===== src/rtl/sm_regdump.sv =====
// sm_regdump: dumps regs REG_FIRST..REG_LAST as 5-byte frames on a byte stream; define SM_REGDUMP_CHECKSUM_EN to append an XOR byte
module sm_regdump #(
  parameter int ADDR_WIDTH = 5,
  parameter int REG_FIRST = 0,
  parameter int REG_LAST = 31
) (
  input  logic                  clk,
  input  logic                  rst_p,
  input  logic                  start,
  output logic [ADDR_WIDTH-1:0] regAddr,
  input  logic [31:0]           regData,
  output logic [7:0]            out_data,
  output logic                  out_valid,
  input  logic                  out_ready,
  output logic                  busy,
  output logic                  done
);
  localparam logic [1:0] IDLE = 2'd0, CAPTURE = 2'd1, SEND = 2'd2;
  localparam logic [ADDR_WIDTH-1:0] FIRST = ADDR_WIDTH'(REG_FIRST), LAST = ADDR_WIDTH'(REG_LAST);
  logic [1:0] state;
  logic [2:0] idx;
  logic [31:0] shadow;
  logic settle, xfer, lastByte;
  assign xfer = out_valid & out_ready;
  assign lastByte = idx == 3'd4;
`ifdef SM_REGDUMP_CHECKSUM_EN
  localparam logic [1:0] CSUM = 2'd3;
  logic [7:0] csum;
  always_ff @(posedge clk)
    csum <= (rst_p || (state == IDLE && start)) ? 8'd0 : xfer ? csum ^ out_data : csum;
`endif
  always_ff @(posedge clk)
    if (rst_p) begin
      regAddr <= FIRST;
      out_data <= '0;
      out_valid <= 1'b0;
      busy <= 1'b0;
      done <= 1'b0;
      state <= IDLE;
      idx <= '0;
      shadow <= '0;
      settle <= 1'b0;
    end else begin
      done <= 1'b0;
      case (state)
        IDLE: if (start) begin
          regAddr <= FIRST;
          busy <= 1'b1;
          settle <= 1'b1;
          state <= CAPTURE;
        end
        CAPTURE: if (settle) settle <= 1'b0;
        else begin
          shadow <= regData;
          out_data <= 8'(regAddr);
          out_valid <= 1'b1;
          idx <= '0;
          state <= SEND;
        end
        SEND: if (xfer) begin
          idx <= idx + 3'd1;
          if (!lastByte) begin
            out_data <= shadow[31:24];
            shadow <= shadow << 8;
          end else if (regAddr != LAST) begin
            out_valid <= 1'b0;
            regAddr <= regAddr + 1'b1;
            state <= CAPTURE;
          end else begin
`ifdef SM_REGDUMP_CHECKSUM_EN
            out_data <= csum ^ out_data;
            state <= CSUM;
`else
            out_valid <= 1'b0;
            done <= 1'b1;
            busy <= 1'b0;
            state <= IDLE;
`endif
          end
        end
`ifdef SM_REGDUMP_CHECKSUM_EN
        CSUM: if (xfer) begin
          out_valid <= 1'b0;
          done <= 1'b1;
          busy <= 1'b0;
          state <= IDLE;
        end
`endif
        default: state <= IDLE;
      endcase
    end
endmodule


===== config.mk =====
export PLATFORM = sky130hd
export DESIGN_NAME = sm_regdump
export DESIGN_NICKNAME = d
export VERILOG_FILES = /design/src/rtl/sm_regdump.sv
export SDC_FILE = /design/constraint.sdc
export NUM_CORES = 1
export LEC_CHECK = 0
export ABC_CLOCK_PERIOD_IN_PS = 4900
export BUFFER_PORTS_ARGS = -buffer_cell sky130_fd_sc_hd__buf_2
export CORE_AREA = 4 4 69 77
export CTS_CLUSTER_DIAMETER = 50
export DETAILED_ROUTE_END_ITERATION = 12
export DIE_AREA = 0 0 73 81
export GPL_TIMING_DRIVEN = 0
export PLACE_DENSITY_LB_ADDON = 0.05
export SLEW_MARGIN = 20
export SYNTH_ARGS = -nofsm -noshare
export SYNTH_HDL_FRONTEND = slang
export SYNTH_SLANG_ARGS = --single-unit

===== constraint.sdc =====
create_clock -name clk -period 4.9 [get_ports clk]
set_input_delay 0.49 -clock clk [delete_from_list [all_inputs] [get_ports clk]]
set_output_delay 0.49 -clock clk [all_outputs]
set_load 0.01 [all_outputs]

==> metrics.txt <==
Synth top area share 42.0%; Post-Route Utilization roughly two thirds; Rows 26; layout cell share with drive strength beyond 1 between 20% and 30%; status complete, no violations; Max Slew Vio Count 0; root buffer cell clkbuf_8; final hold vios 0; IO buf count 51; clk sinks 54; internal power 717 uW; 1st-iter DRT viols between 150 and 200; Ports 52; # DRC 0; Die Ht between 80 and 90 um; Syn Std Cell Area between 0.002 and 0.003 mm2; clk_lat worst skew around 0.31 ns; CP Class reg2reg; worst-margin pin slew a little under 0.5 ns; synth top area cells dfxtp_1, a311oi_1, a211oi_1; Area Growth Syn to Fin 16.9%; Avg Synthesized Cell Area roughly 9.1 um2; pin count of the biggest net entering global routing 17; Slew HR between 60% and 70%; Power per Cell Area between 300 and 400 mW/mm2; Yosys reg bits 54; Synth Net Count 322; fin crit share between 30% and 40%; diodes inserted 0; most frequent cells in the layout nand2_1, buf_2, dfxtp_1; antenna viol nets, final 0; ys flop type dfxtp_1; initial antenna violation count 0; CTS HTree Levels 2; grt total ovfl 0; fmax ~540 MHz; post-CTS setup buffer count 0; max_cap viols 0; peak supply drop between 0.0002 and 0.00025 V; Clk pin slew, worst setup/hold paths 0.09 ns; power share of the clock group between 30% and 40%; WL/cell approximately 16 um; YS warnings 0; Startpoint Class register; Comb power frac between 15 and 20%; GPL Wtd Cong between 0.8 and 0.9; critical path arrival ~2.1 ns; Net Switching between 200 and 300 uW; CTS tree done; fin area approximately 0.003 mm2; Distinct cells, synth 40; hold buffers post-CTS 0; TNS Setup 0 ns; Async S/R FF share, synth 0%; Sw Ratio approximately 28%; Leak between 1 and 1.5 nW; Num CTS Buffers 5; Hold Crit Class in2reg; Initial Utilization about 56%; crit path max fanout 10; crit end category register; Post-Synthesis Cells about 280; Via density slightly above 6; gr usage total 23.1%; vias in the first global route about 2200; Area after DPL between 0.002 and 0.003 mm2; Post-synth EDFFs 0; cts repair resizes 0; WP data required between 5 and 6 ns; most common cell after layout, fill and taps aside nand2_1; post-synth top area cell dfxtp_1; fin cells between 300 and 400; RSZ-0062 raised after global routing no; clk_skew roughly 0.012 ns; DP Wirelength approximately 4700 um; first-pass GRT wire length 10800 um; nets@finish 380; Reg power frac between 50 and 60%; Die ar. 0.00591 mm2; Pre-antenna DRT Iters 5; WL final roughly 6500 um; core footprint between 0.004 and 0.005 mm2; Die X about 73 um; minimum clock period after layout between 1.5 and 2 ns; Setup Viol. Count Final 0; vias post-DR approximately 2400; CTS Buffer Depth 2; placed insts just under 400; register area share after synthesis between 40% and 50%
==> power by group through the flow <==
stage / combinational [mW] / clock [mW] / sequential, mW
5_1_grt: 0.213 / 0.323 / 0.506
2_1_floorplan: 0.135 / 0 / 0.509
4_1_cts: 0.191 / 0.304 / 0.502
6_report: 0.191 / 0.296 / 0.502
3_5_place_dp: 0.190 / 0 / 0.512
3_3_place_gp: 0.187 / 0 / 0.511
==> routing by layer <==
layer | global-route usage [%] | vias to the layer above | part of all wire [%]
li1 | - | 1195 | -
met1 | 30.6 | 1141 | 45
met2 | 38.3 | 56 | 49
met3 | 4.33 | 6 | 4.5
met4 | 6.27 | 0 | 0.89
met5 | 0 | - | 0
==> registers in the layout, indices dropped and copies added (netlist names) <==
register   cells
done           1
shadow        32
idx            3
out_data       8
state          2
regAddr        5
out_valid      1
busy           1
settle         1
==> cell usage after synthesis, drive strengths merged (4+ instances only) <==
| cell type | number |
|---|---|
| dfxtp | 54 |
| clkbuf | 7 |
| inv | 4 |
| buf | 22 |
| ha | 4 |
| nand2 | 61 |
| a22o | 8 |
| a211oi | 32 |
| a311oi | 29 |
| a21oi | 14 |
| o311ai | 5 |
| nand4 | 5 |
| nand3 | 7 |
==> worst max-delay path, cell delays in order, from the launching register on <==
cell and delay, ns:
dfxtp_1 0.37, inv_1 0.07, ha_1 0.24, nand2_1 0.23, clkbuf_1 0.44, a211oi_1 0.16
a311oi_1 0.26
==> layout make-up <==
type	count	area (um2)
multi-input cells	195	1280
clock buffers	6	72.6
plain buffers	29	200
flip-flops and latches	54	1080
fillers	431	1580
well taps	56	70.1
inverters	4	15.0
clock inverters	2	37.5
repair buffers	51	255
==> per-stage QoR <==
| stage | worst slack (ns) | hold slack [ns] | power (mW) |
|---|---|---|---|
| finish | 3.05 | 0.386 | 0.989 |
| global route | 2.86 | 0.379 | 1.04 |
| CTS | 3.06 | 0.378 | 0.996 |
| detailed placement | 3.10 | 0.462 | 0.702 |
| global placement | 3.12 | 0.452 | 0.699 |
| floorplan | 3.22 | 0.444 | 0.643 |
==> worst paths after layout <==
path / from / to / slack (ns) / cells past startpoint
worst min-delay path: regData[2] / shadow[2] / 0.39 / 2
worst max-delay path: idx[0] / shadow[19] / 3.05 / 6
worst max register to register: idx[0] / shadow[19] / 3.05 / 6
worst min register to register: shadow[31] / out_data[7] / 0.48 / 2
==> cells by family after synthesis <==
family | after synthesis | share of synthesized area (%)
simple gates | 94 | 17.9
flops | 54 | 42.0
compound gates | 97 | 29.8
fa+ha+maj | 4 | 1.94
buf+inv | 33 | 8.36
Power figures use the tool's default switching activity.
